$ cat src/rtl/usb_rx_packet.sv
// USB packet receiver: hunts for SYNC, checks the PID, deserialises payload bytes
// LSB-first and verifies the CRC16 residue, reporting per-packet status flags.
module usb_rx_packet #(
    parameter int MAX_BYTES = 64
) (
    input  logic       clk,
    input  logic       rst_b,
    input  logic       bit_valid,
    input  logic       bit_in,
    input  logic       eop,
    output logic [3:0] pid,
    output logic       pid_valid,
    output logic [7:0] data_byte,
    output logic       data_valid,
    output logic [6:0] data_len,
    output logic       pkt_done,
    output logic       crc_ok,
    output logic       pid_err,
    output logic       align_err,
    output logic       len_err
);

    typedef enum logic [1:0] {
        HUNT = 2'd0,
        PID  = 2'd1,
        DATA = 2'd2
    } state_t;

    localparam logic [7:0]  SYNC_BYTE   = 8'h80;
    localparam logic [15:0] CRC_INIT    = 16'hFFFF;
    localparam logic [15:0] CRC_POLY    = 16'hA001;
    localparam logic [15:0] CRC_RESIDUE = 16'hB001;
    localparam logic [6:0]  MAX_LEN     = 7'(MAX_BYTES);

    function automatic logic [15:0] crc16_step(input logic [15:0] crc, input logic b);
        logic fb;
        fb = crc[0] ^ b;
        return (crc >> 1) ^ (fb ? CRC_POLY : 16'h0000);
    endfunction

    function automatic logic pid_check(input logic [7:0] b);
        return (b[3:0] == ~b[7:4]);
    endfunction

    state_t      state_r, state_s;
    logic [6:0]  window_r, window_s;
    logic [3:0]  fill_r, fill_s;
    logic [6:0]  shift_r, shift_s;
    logic [2:0]  bit_cnt_r, bit_cnt_s;
    logic [15:0] crc_r, crc_s;
    logic [7:0]  buf0_r, buf0_s;
    logic [7:0]  buf1_r, buf1_s;
    logic [1:0]  buf_cnt_r, buf_cnt_s;
    logic [3:0]  pid_r, pid_s;
    logic        pid_valid_r, pid_valid_s;
    logic [7:0]  data_byte_r, data_byte_s;
    logic        data_valid_r, data_valid_s;
    logic [6:0]  data_len_r, data_len_s;
    logic        pkt_done_r, pkt_done_s;
    logic        crc_ok_r, crc_ok_s;
    logic        pid_err_r, pid_err_s;
    logic        align_err_r, align_err_s;
    logic        len_err_r, len_err_s;
    logic [7:0]  byte_s;
    logic [7:0]  hunt_s;
    logic        take_s;

    // Next-state and next-output logic for the receive FSM
    always_comb begin
        state_s      = state_r;
        window_s     = window_r;
        fill_s       = fill_r;
        shift_s      = shift_r;
        bit_cnt_s    = bit_cnt_r;
        crc_s        = crc_r;
        buf0_s       = buf0_r;
        buf1_s       = buf1_r;
        buf_cnt_s    = buf_cnt_r;
        pid_s        = pid_r;
        pid_valid_s  = 1'b0;
        data_byte_s  = data_byte_r;
        data_valid_s = 1'b0;
        data_len_s   = data_len_r;
        pkt_done_s   = 1'b0;
        crc_ok_s     = crc_ok_r;
        pid_err_s    = pid_err_r;
        align_err_s  = align_err_r;
        len_err_s    = len_err_r;
        byte_s       = {bit_in, shift_r};
        // The SYNC window is the 7 stored bits plus the bit arriving now
        hunt_s       = {bit_in, window_r};
        take_s       = bit_valid & ~eop;

        case (state_r)
            HUNT: begin
                if (take_s) begin
                    window_s = hunt_s[7:1];
                    // fill_r guards against matching on stale or reset window contents
                    if ((fill_r >= 4'd7) && (hunt_s == SYNC_BYTE)) begin
                        state_s     = PID;
                        fill_s      = 4'd0;
                        bit_cnt_s   = 3'd0;
                        data_len_s  = 7'd0;
                        crc_ok_s    = 1'b0;
                        pid_err_s   = 1'b0;
                        align_err_s = 1'b0;
                        len_err_s   = 1'b0;
                    end else if (fill_r < 4'd8) begin
                        fill_s = fill_r + 4'd1;
                    end else begin
                        fill_s = fill_r;
                    end
                end else begin
                    window_s = window_r;
                end
            end
            PID: begin
                if (eop) begin
                    pid_err_s  = 1'b1;
                    pkt_done_s = 1'b1;
                    state_s    = HUNT;
                    fill_s     = 4'd0;
                end else if (bit_valid) begin
                    shift_s   = byte_s[7:1];
                    bit_cnt_s = bit_cnt_r + 3'd1;
                    if (bit_cnt_r == 3'd7) begin
                        if (pid_check(byte_s)) begin
                            pid_s       = byte_s[3:0];
                            pid_valid_s = 1'b1;
                            state_s     = DATA;
                            crc_s       = CRC_INIT;
                            buf_cnt_s   = 2'd0;
                        end else begin
                            pid_err_s  = 1'b1;
                            pkt_done_s = 1'b1;
                            state_s    = HUNT;
                            fill_s     = 4'd0;
                        end
                    end else begin
                        state_s = PID;
                    end
                end else begin
                    state_s = PID;
                end
            end
            DATA: begin
                if (eop) begin
                    pkt_done_s = 1'b1;
                    state_s    = HUNT;
                    fill_s     = 4'd0;
                    buf_cnt_s  = 2'd0;
                    if (bit_cnt_r != 3'd0) begin
                        align_err_s = 1'b1;
                        crc_ok_s    = 1'b0;
                    end else begin
                        case (buf_cnt_r)
                            2'd0: crc_ok_s = 1'b1;
                            2'd1: begin
                                crc_ok_s    = 1'b0;
                                align_err_s = 1'b1;
                            end
                            default: crc_ok_s = (crc_r == CRC_RESIDUE);
                        endcase
                    end
                end else if (bit_valid) begin
                    crc_s     = crc16_step(crc_r, bit_in);
                    shift_s   = byte_s[7:1];
                    bit_cnt_s = bit_cnt_r + 3'd1;
                    if (bit_cnt_r == 3'd7) begin
                        // Two-byte delay keeps the trailing CRC bytes from being emitted
                        case (buf_cnt_r)
                            2'd0: begin
                                buf0_s    = byte_s;
                                buf_cnt_s = 2'd1;
                            end
                            2'd1: begin
                                buf1_s    = byte_s;
                                buf_cnt_s = 2'd2;
                            end
                            default: begin
                                buf0_s = buf1_r;
                                buf1_s = byte_s;
                                if (!len_err_r && (data_len_r < MAX_LEN)) begin
                                    data_byte_s  = buf0_r;
                                    data_valid_s = 1'b1;
                                    data_len_s   = data_len_r + 7'd1;
                                end else begin
                                    len_err_s = 1'b1;
                                end
                            end
                        endcase
                    end else begin
                        state_s = DATA;
                    end
                end else begin
                    state_s = DATA;
                end
            end
            default: begin
                state_s = HUNT;
                fill_s  = 4'd0;
            end
        endcase
    end

    // FSM state register
    always_ff @(posedge clk or negedge rst_b) begin
        if (!rst_b) begin
            state_r <= HUNT;
        end else begin
            state_r <= state_s;
        end
    end

    // Datapath and output registers
    always_ff @(posedge clk or negedge rst_b) begin
        if (!rst_b) begin
            window_r     <= 7'd0;
            fill_r       <= 4'd0;
            shift_r      <= 7'd0;
            bit_cnt_r    <= 3'd0;
            crc_r        <= 16'h0000;
            buf0_r       <= 8'h00;
            buf1_r       <= 8'h00;
            buf_cnt_r    <= 2'd0;
            pid_r        <= 4'h0;
            pid_valid_r  <= 1'b0;
            data_byte_r  <= 8'h00;
            data_valid_r <= 1'b0;
            data_len_r   <= 7'd0;
            pkt_done_r   <= 1'b0;
            crc_ok_r     <= 1'b0;
            pid_err_r    <= 1'b0;
            align_err_r  <= 1'b0;
            len_err_r    <= 1'b0;
        end else begin
            window_r     <= window_s;
            fill_r       <= fill_s;
            shift_r      <= shift_s;
            bit_cnt_r    <= bit_cnt_s;
            crc_r        <= crc_s;
            buf0_r       <= buf0_s;
            buf1_r       <= buf1_s;
            buf_cnt_r    <= buf_cnt_s;
            pid_r        <= pid_s;
            pid_valid_r  <= pid_valid_s;
            data_byte_r  <= data_byte_s;
            data_valid_r <= data_valid_s;
            data_len_r   <= data_len_s;
            pkt_done_r   <= pkt_done_s;
            crc_ok_r     <= crc_ok_s;
            pid_err_r    <= pid_err_s;
            align_err_r  <= align_err_s;
            len_err_r    <= len_err_s;
        end
    end

    assign pid        = pid_r;
    assign pid_valid  = pid_valid_r;
    assign data_byte  = data_byte_r;
    assign data_valid = data_valid_r;
    assign data_len   = data_len_r;
    assign pkt_done   = pkt_done_r;
    assign crc_ok     = crc_ok_r;
    assign pid_err    = pid_err_r;
    assign align_err  = align_err_r;
    assign len_err    = len_err_r;

endmodule
$ cat config.mk
export PLATFORM = sky130hd
export DESIGN_NAME = usb_rx_packet
export DESIGN_NICKNAME = d
export VERILOG_FILES = /design/src/rtl/usb_rx_packet.sv
export SDC_FILE = /design/constraint.sdc
export NUM_CORES = 1
export LEC_CHECK = 0
export ABC_AREA = 1
export CAP_MARGIN = 20
export CORE_MARGIN = 3
export CORE_UTILIZATION = 50
export CTS_CLUSTER_SIZE = 14
export DETAILED_ROUTE_END_ITERATION = 8
export PLACE_DENSITY = 0.82
export SLEW_MARGIN = 20
export SYNTH_ARGS = -nofsm -noshare
export SYNTH_HDL_FRONTEND = slang
export SYNTH_SLANG_ARGS = --single-unit
$ cat constraint.sdc
create_clock -name clk -period 2.2 [get_ports clk]
set_clock_uncertainty 0.1 [all_clocks]
set_input_delay 0.66 -clock clk [delete_from_list [all_inputs] [get_ports clk]]
set_output_delay 0.66 -clock clk [all_outputs]
set_load 0.05 [all_outputs]
==> results of run 1 <==
power by group:
part / switching, mW / total (mW) / internal (mW)
combinational: 0.816 / 1.22 / 0.406
clock: 0.616 / 1.28 / 0.661
sequential: 0.145 / 1.85 / 1.70
total: 1.58 / 4.35 / 2.77
worst paths after layout:
path                       slack [ns]      endpoint  cells after the start
hold / removal                   0.07     pid_valid                      1
setup reg to reg                 0.14   data_len[6]                      9
hold reg to reg                  0.39      crc_r[9]                      2
min in group clk                 0.39      crc_r[9]                      2
setup / recovery                 0.14   data_len[6]                      9
max in group asynchronous        1.31  data_byte[3]                      2
state kept, by name, summed over array words and instances (netlist names):
signal	flops
shift_r	7
pid_err	1
data_byte	8
data_valid	1
align_err	1
len_err	1
data_len	7
crc_r	16
buf1_r	8
fill_r	4
buf0_r	8
window_r	7
pkt_done	1
pid_valid	1
bit_cnt_r	3
crc_ok	1
pid	4
buf_cnt_r	2
state_r	2
stage by stage:
stage               hold slack [ns]  total power [mW]   TNS, ns  cells  util, %
floorplan                     0.264              2.68         0    525        -
global placement              0.355              3.01     -6.94    671     59.6
detailed placement            0.366              3.06    -10.12    671     59.6
CTS                          0.0744              4.34         0    687     62.5
global route                 0.0808              4.60  -0.00789    687     62.8
finish                       0.0660              4.35         0    687     62.8
critical path, delay by kind of cell, from the launching register on:
family / cells / cell delay (ns)
fa+ha+maj: 1 / 0.22
flops: 1 / 0.42
simple gates: 6 / 1.03
buf+inv: 2 / 0.17
final cells by class:
type | instances | area, sq um
clock buffers | 9 | 124
clock inverters | 7 | 106
fillers | 657 | 2970
inverters | 58 | 220
multi-input cells | 366 | 1820
flip-flops and latches | 83 | 2080
well taps | 102 | 128
repair buffers | 62 | 523
layer usage:
metal  global-route usage [%]  vias up  share of wire (%)
li1                         -     1795                  -
met1                     26.2     1707                 45
met2                     30.6       88                 48
met3                     3.79       24                4.1
met4                     9.90        0                2.6
met5                        0        -                  0
kinds of logic (layout without fill, tap and decap cells):
logic type,after synthesis,in the layout,share of synthesized area (%)
DFF,83,83,49.3
AOI/OAI and AO/OA,63,63,8.90
and+or+nand+nor,291,291,30.5
adders and majority gates,9,9,2.67
xor gates and xnor gates,3,3,0.623
buffers and inverters,76,136,8.07
cells in the final DEF, fill, tap and decap left out, types with 2 or more instances in the layout:
cell and count:
or2_2 7, buf_12 4, nand4_1 23, inv_1 53, nor3_1 2, buf_4 55
ha_1 8, nor3b_1 2, nand3_2 2, nand2_1 179, o21ai_1 12, o21ai_2 10
inv_2 4, inv_6 3, a21oi_1 3, dfrtp_1 83, nand2_4 3, o211ai_1 8
clkdlybuf4s50_1 3, bufinv_16 2, nand3_1 33, xnor2_1 2, nor2_1 30, clkbuf_8 9
o21ai_0 29, nor2_2 5
what timing repair did:
action | CTS | global route
setup endpoints to repair | 0 | 20
gates resized for setup | 0 | 5
hold buffers | 0 | 0
==> impl_metrics.py, run 1 <==
metrics = {
    "detailed_routing": {
        "first_pass_iters": 5,
        "wl_per_cell_um": 13.2,
        "post_drt_via_cell_ratio": 5.26,
        "drtAntennaViolNets": 0,
        "drc": 0,
        "wirelength_mm": 9.06,
        "vias": 3614,
        "drtIter0Drc": 229,
    },
    "critical_path": {
        "critPathSlowestCell": "dfrtp_1",
        "cp_cell_sequence": "inv_1, ha_1, inv_4, nor3_1, nand2_1, nand2_1, nand4_4, nand2_1, nand2_1",
        "r2r_start": "state_r[0]",
        "worst_ep_required_time_ns": 2.35,
        "cp-start-kind": "flip-flop",
        "critical_path.max_stage_delay_ns": 0.42,
        "cp_common_cell": "nand2_1",
        "cp-end-kind": "flip-flop",
        "startpoint": "state_r[0]",
        "criticalPathCategory": "flip-flop to flip-flop",
        "cp_max_fo": 8,
        "worst-endpoint-arrival_ns": 2.21,
    },
    "pwr": {
        "ir_drop_mv": 0.564,
        "cellLeakagePower_nw": 2.57,
        "powerDensity_nw_per_um2": 869,
    },
    "floorplanning": {
        "row_count": 32,
        "initial_core_util_pct": 52.9,
        "pin_count": 31,
        "dieArea_sq_um": 9570,
        "dieWidth_um": 97.8,
        "coreArea_sq_um": 7970,
        "die_h_um": 97.8,
    },
    "layout": {
        "drive_above_1_share_pct": 19.1,
        "final_nets": 594,
        "fin_area_sq_um": 5000,
        "syn2layout_area_growth_pct": 18.6,
        "diodes": 0,
    },
    "logic_synthesis": {
        "synth_enable_flop_cells": 0,
        "ys_seq_area_share_pct": 49.3,
        "yosys_warnings": 0,
        "async_flop_share_pct": 100,
        "netlist-cell-type-count": 31,
        "synth_top_area_share_pct": 49.3,
        "yosysTopAreaCell": "dfrtp_1",
        "syn_inst": 525,
        "synth.area.top_cells": "dfrtp_1 (49%), nand2_1 (16%), inv_1 (4.7%)",
        "synth_seq_cells": 83,
        "syn_nets": 539,
        "syn-cell-area_sq_um": 4220,
        "yosysMostFrequentCell": "nand2_1",
        "synthFlopType": "dfrtp_1",
        "yosys-top-cells-count": "nand2_1 (179), dfrtp_1 (83), inv_1 (53), nand3_1 (34), nor2_1 (30)",
        "syn_avg_cell_area_sq_um": 8.03,
    },
    "clocking": {
        "cts_sinks": 83,
        "cts_root_buffer": "clkbuf_8",
        "cts_tree": "yes",
        "htreeDepth": 3,
        "clk_latency_ns": 0.37,
        "post_cts_buffers": 0,
        "clk_transition_reported_paths_ns": 0.09,
        "cts_buffers": 9,
        "clock_path_buffers": 2,
    },
    "timing": {
        "fmax_ghz": 0.485,
        "slew_violations": 0,
        "maxSlewHeadroom_pct": 69.1,
        "setup_viol": 0,
        "finalCriticalPeriod_ns": 2.06,
        "hold_viol": 0,
        "setup_ws_ns": 0.140,
        "worstMarginPinSlew_ns": 0.463,
        "fin_crit_sh_pct": 93.6,
    },
    "job": {
        "maxCapViolations": 0,
    },
    "status": {
        "status": "completed",
    },
    "place": {
        "portBuffers": 30,
        "dpl-instance-area_sq_um": 4750,
        "dp_slack_ns": -0.229,
        "gp_congestion": 0.857,
        "place_hpwl_mm": 6.34,
    },
    "hold_path": {
        "hold_path.class": "primary input to asynchronous set/reset pin",
    },
    "global_routing": {
        "antenna_found_initial": 0,
        "grt_usage_pct": 19.6,
        "grt_max_degree": 38,
        "grt_overflow": 0,
        "grt_pass1_vias": 3387,
        "grt_pass1_wl_mm": 15.5,
    },
}
Note: power is estimated with default switching activity, not from simulation.
==> run 2, diff against run 1 <==
- CORE_MARGIN: 3 -> 5
- SLEW_MARGIN: 20 -> 10
==> impl_metrics.py, run 2 (synthesis results as in run 1) <==
metrics = {
    "floorplanning": {
        "initial_core_util_pct": 51.3,
        "row_count": 33,
        "dieArea_sq_um": 10400,
        "dieWidth_um": 102,
        "pin_count": 31,
        "die_h_um": 102,
        "coreArea_sq_um": 8220,
    },
    "critical_path": {
        "cp.buffers_inverters": 2,
        "worst-endpoint-arrival_ns": 2.22,
        "r2r_setup_slack_ns": 0.22,
        "worst_ep_required_time_ns": 2.39,
        "r2r_end": "data_byte[3]",
        "critical_path.max_stage_delay_ns": 0.56,
        "critPathSlowestCell": "clkdlybuf4s50_1",
        "crit_family": "buffers and inverters",
        "cp-end-kind": "flip-flop",
        "criticalPathCategory": "primary input to flip-flop",
        "cp_max_fo": 9,
        "reg2reg_depth": 9,
        "r2r_start": "state_r[0]",
        "cp_cell_sequence": "clkdlybuf4s50_1, nand2_1, nor2_1, nand3_2, o21ai_2, buf_4, nand4_1, nand2_1",
        "cp-start-kind": "primary input",
        "cp_common_cell": "nand2_1",
    },
    "clocking": {
        "htreeDepth": 3,
        "cts_tree": "yes",
        "cts_resized": 0,
        "clock_path_buffers": 2,
        "cts_sinks": 83,
        "cts_root_buffer": "clkbuf_8",
        "clk_latency_ns": 0.36,
        "cts_hold_buf": 0,
        "cts_buffers": 9,
        "clk_transition_reported_paths_ns": 0.09,
        "post_cts_buffers": 0,
    },
    "place": {
        "portBuffers": 30,
        "gp_congestion": 0.826,
        "place_hpwl_mm": 6.54,
    },
    "global_routing": {
        "grt_pass1_wl_mm": 16.5,
        "antenna_found_initial": 0,
        "grt_pass1_vias": 3724,
        "grt_overflow": 0,
        "grt_usage_pct": 19.6,
        "grt_max_degree": 43,
    },
    "detailed_routing": {
        "drc": 0,
        "wl_per_cell_um": 13.2,
        "wirelength_mm": 9.15,
        "drtIter0Drc": 160,
        "post_drt_via_cell_ratio": 5.26,
        "vias": 3647,
        "drtAntennaViolNets": 0,
        "first_pass_iters": 4,
    },
    "pwr": {
        "cellLeakagePower_nw": 2.59,
        "powerDensity_nw_per_um2": 870,
        "ir_drop_mv": 0.726,
        "total_power_mw": 4.37,
    },
    "timing": {
        "slew_violations": 0,
        "hold_viol": 0,
        "hold_ws_ns": 0.0953,
        "tns_ns": 0,
        "rsz0062_at_grt": "no",
        "finalCriticalPeriod_ns": 2.03,
        "fin_crit_sh_pct": 92.3,
        "worstMarginPinSlew_ns": 0.498,
        "fmax_ghz": 0.493,
        "maxSlewHeadroom_pct": 66.8,
        "setup_viol": 0,
    },
    "layout": {
        "final_nets": 598,
        "layout_commonest_cell": "nand2_1",
        "largest_reg_flops": 16,
        "top_register": "crc_r",
        "syn2layout_area_growth_pct": 19.1,
        "drive_above_1_share_pct": 19.4,
        "mostFrequentLayoutCells": "nand2_1 (179), dfrtp_1 (83), buf_4 (59)",
        "diodes": 0,
    },
    "status": {
        "status": "completed",
    },
    "job": {
        "maxCapViolations": 0,
    },
    "hold_path": {
        "hold_path.class": "primary input to asynchronous set/reset pin",
    },
}
==> run 2: changes by cell type in the layout (fill, tap and decap cells not counted) <==
cell,before,now
clkinv_4,1,2
buf_4,55,59
inv_6,3,2
nor3b_1,2,3
nand2_2,1,2
nand2_4,3,2
ha_1,8,9
nor3b_2,1,0
ha_2,1,0
==> run 2: worst reg2reg max path, cell delays in order (launching register included) <==
cell	delay [ns]
dfrtp_1	0.42
inv_1	0.09
ha_1	0.21
inv_4	0.12
nor3_1	0.25
nand2_1	0.13
nor2_2	0.21
inv_2	0.17
nand2_1	0.10
o21ai_1	0.06
==> run 2: through the flow <==
stage	utilization (%)	instances	instance area [sq um]	setup slack (ns)
floorplan	-	525	4220	0.410
global placement	58.2	678	4780	-0.216
detailed placement	58.2	678	4780	-0.257
CTS	61.0	694	5010	0.0977
global route	61.1	694	5020	0.0103
finish	61.1	694	5020	0.170
==> run 2: power by group <==
group          internal [mW]  total, mW  leakage (nW)  switching, mW
clock                  0.659       1.26         0.116          0.597
sequential              1.70       1.85          1.07          0.144
combinational          0.440       1.27          1.40          0.827
==> run 2: final cells by class <==
cell class | instances | area, sq um
clock inverters | 7 | 106
fillers | 686 | 3200
multi-input cells | 366 | 1810
well taps | 105 | 131
flip-flops and latches | 83 | 2080
repair buffers | 66 | 553
inverters | 58 | 220
clock buffers | 9 | 124
==> run 2: worst max-delay path by stage <==
stage               start         end  slack (ns)  cells after the start
2_1_floorplan  state_r[0]   buf1_r[5]        0.41                     11
3_3_place_gp       bit_in  state_r[0]       -0.22                      8
3_5_place_dp       bit_in  state_r[0]       -0.26                      7
4_1_cts            bit_in  state_r[0]         0.1                      7
5_1_grt            bit_in   crc_r[11]        0.01                     10
6_report           bit_in     len_err        0.17                      8
==> run 2: routing by layer <==
metal / vias to the layer above / share of wire [%] / GRT usage [%]
li1: 1806 / - / -
met1: 1723 / 43 / 25.6
met2: 93 / 50 / 32.1
met3: 25 / 3.9 / 3.55
met4: 0 / 2.8 / 8.98
met5: - / 0 / 0
==> run 3, diff against run 2 <==
- CORE_ASPECT_RATIO: not set -> 0.9
- CTS_CLUSTER_DIAMETER: not set -> 80
==> impl_metrics.py, run 3 (synthesis results as in run 1) <==
metrics = {
    "status": {
        "status": "completed",
    },
    "clocking": {
        "cts_sinks": 83,
        "cts_buffers": 9,
        "clock_path_buffers": 2,
        "cts_tree": "yes",
        "cts_root_buffer": "clkbuf_8",
        "clk_latency_ns": 0.36,
        "cts_hold_buf": 0,
        "clk_transition_reported_paths_ns": 0.09,
        "htreeDepth": 3,
        "post_cts_buffers": 0,
    },
    "layout": {
        "top_register": "crc_r",
        "layout_commonest_cell": "nand2_1",
        "diodes": 0,
        "ff_latch_area_sq_um": 2080,
        "largest_reg_flops": 16,
        "multi_input_area_sq_um": 1820,
        "final_core_util_pct": 60.8,
        "drive_above_1_share_pct": 19.1,
        "mostFrequentLayoutCells": "nand2_1 (178), dfrtp_1 (83), buf_4 (57)",
        "syn2layout_area_growth_pct": 17.5,
        "num-fill-cells": 686,
        "final_nets": 596,
    },
    "timing": {
        "slew_violations": 0,
        "setup_viol": 0,
        "fin_crit_sh_pct": 93.6,
        "maxSlewHeadroom_pct": 64.5,
        "worstMarginPinSlew_ns": 0.533,
        "hold_viol": 0,
        "fmax_ghz": 0.485,
        "hold_ws_ns": 0.130,
        "finalCriticalPeriod_ns": 2.06,
    },
    "pwr": {
        "total_power_mw": 4.10,
        "powerDensity_nw_per_um2": 827,
        "cellLeakagePower_nw": 2.54,
        "ir_drop_mv": 0.529,
    },
    "critical_path": {
        "worst-endpoint-arrival_ns": 2.20,
        "crit_family": "simple AND/OR/NAND/NOR gates",
        "startpoint": "bit_valid",
        "worst_ep_required_time_ns": 2.34,
        "cp_cell_sequence": "clkdlybuf4s50_1, buf_4, inv_1, nor2_2, inv_2, nand2_4, nand2_1, nor2_2, nand3_1, nand2_1, nand2_1",
        "cp_common_cell": "nand2_1",
        "cp_max_fo": 5,
        "criticalPathCategory": "primary input to flip-flop",
        "cp-end-kind": "flip-flop",
        "cp-start-kind": "primary input",
        "critical_path.max_stage_delay_ns": 0.49,
        "cp.buffers_inverters": 4,
        "r2r_start": "state_r[0]",
        "critPathSlowestCell": "clkdlybuf4s50_1",
    },
    "detailed_routing": {
        "drt-met1-wl_mm": 4.27,
        "wl_per_cell_um": 13.4,
        "drc": 0,
        "drtIter0Drc": 241,
        "wirelength_mm": 9.18,
        "wl_met3_um": 433,
        "top_layer": "met4",
        "post_drt_via_cell_ratio": 5.27,
        "vias": 3615,
        "drtAntennaViolNets": 0,
        "first_pass_iters": 5,
        "route.met2.wl_mm": 4.39,
    },
    "global_routing": {
        "grt_pass1_wl_mm": 16.5,
        "antenna_found_initial": 0,
        "grt_max_degree": 38,
        "grt_overflow": 0,
        "grt_pass1_vias": 3549,
        "grt_usage_pct": 19.0,
    },
    "floorplanning": {
        "die_h_um": 97.1,
        "dieWidth_um": 107,
        "coreArea_sq_um": 8150,
        "pin_count": 31,
        "initial_core_util_pct": 51.8,
        "dieArea_sq_um": 10400,
        "row_count": 31,
    },
    "place": {
        "portBuffers": 30,
        "place_hpwl_mm": 6.65,
        "gp_congestion": 0.907,
    },
    "hold_path": {
        "hold_path.class": "primary input to asynchronous set/reset pin",
    },
    "job": {
        "maxCapViolations": 0,
    },
}
==> run 3: worst reg2reg max path, cell delays in order, from the launching register on <==
cell and delay [ns]:
dfrtp_1 0.42, inv_1 0.09, ha_1 0.21, inv_4 0.11, nor3_1 0.20, nand2_1 0.15, nand2_2 0.21, nand4_4 0.19
nand2_1 0.11, nand2_1 0.05
==> run 3: area by class of cell <==
type | count | share of cell area [%]
Multi-Input combinational cell | 366 | 36.7
Tap cell | 99 | 2.50
Inverter | 58 | 4.45
Timing Repair Buffer | 64 | 10.9
Sequential cell | 83 | 41.9
Clock buffer | 10 | 2.58
Clock inverter | 6 | 1.01
==> run 3: report_power, final <==
group          switching (mW)  internal [mW]  leakage (nW)
sequential              0.143           1.70          1.07
combinational           0.824          0.431          1.39
clock                   0.580          0.419        0.0766
==> run 3: per-stage QoR <==
step | cells | cell area, sq um | setup TNS, ns | setup slack, ns
CTS | 686 | 4940 | 0 | 0.0969
global route | 686 | 4950 | -0.00175 | -0.00175
floorplan | 525 | 4220 | 0 | 0.410
detailed placement | 670 | 4760 | -12.42 | -0.276
finish | 686 | 4950 | 0 | 0.140
global placement | 670 | 4760 | -8.67 | -0.220
==> run 3: worst paths after layout <==
| kind | endpoint | depth (start not counted) | slack, ns |
|---|---|---|---|
| max | fill_r[1] | 11 | 0.14 |
| min | buf1_r[1] | 1 | 0.13 |
| max reg2reg | data_len[1] | 9 | 0.25 |
| min reg2reg | window_r[1] | 2 | 0.39 |
| max in group asynchronous | data_byte[1] | 2 | 1.29 |
| min in group clk | window_r[1] | 2 | 0.39 |
==> run 3: routing by layer <==
metal | up-vias | track usage, %
met5 | - | 0
met2 | 73 | 30.0
met3 | 6 | 3.65
met4 | 0 | 5.60
met1 | 1733 | 26.7
li1 | 1803 | -
==> run 3: timing repair <==
item,in CTS,in global routing
resized for setup,0,4
hold endpoints to repair,0,0
endpoints found under the setup margin,0,16
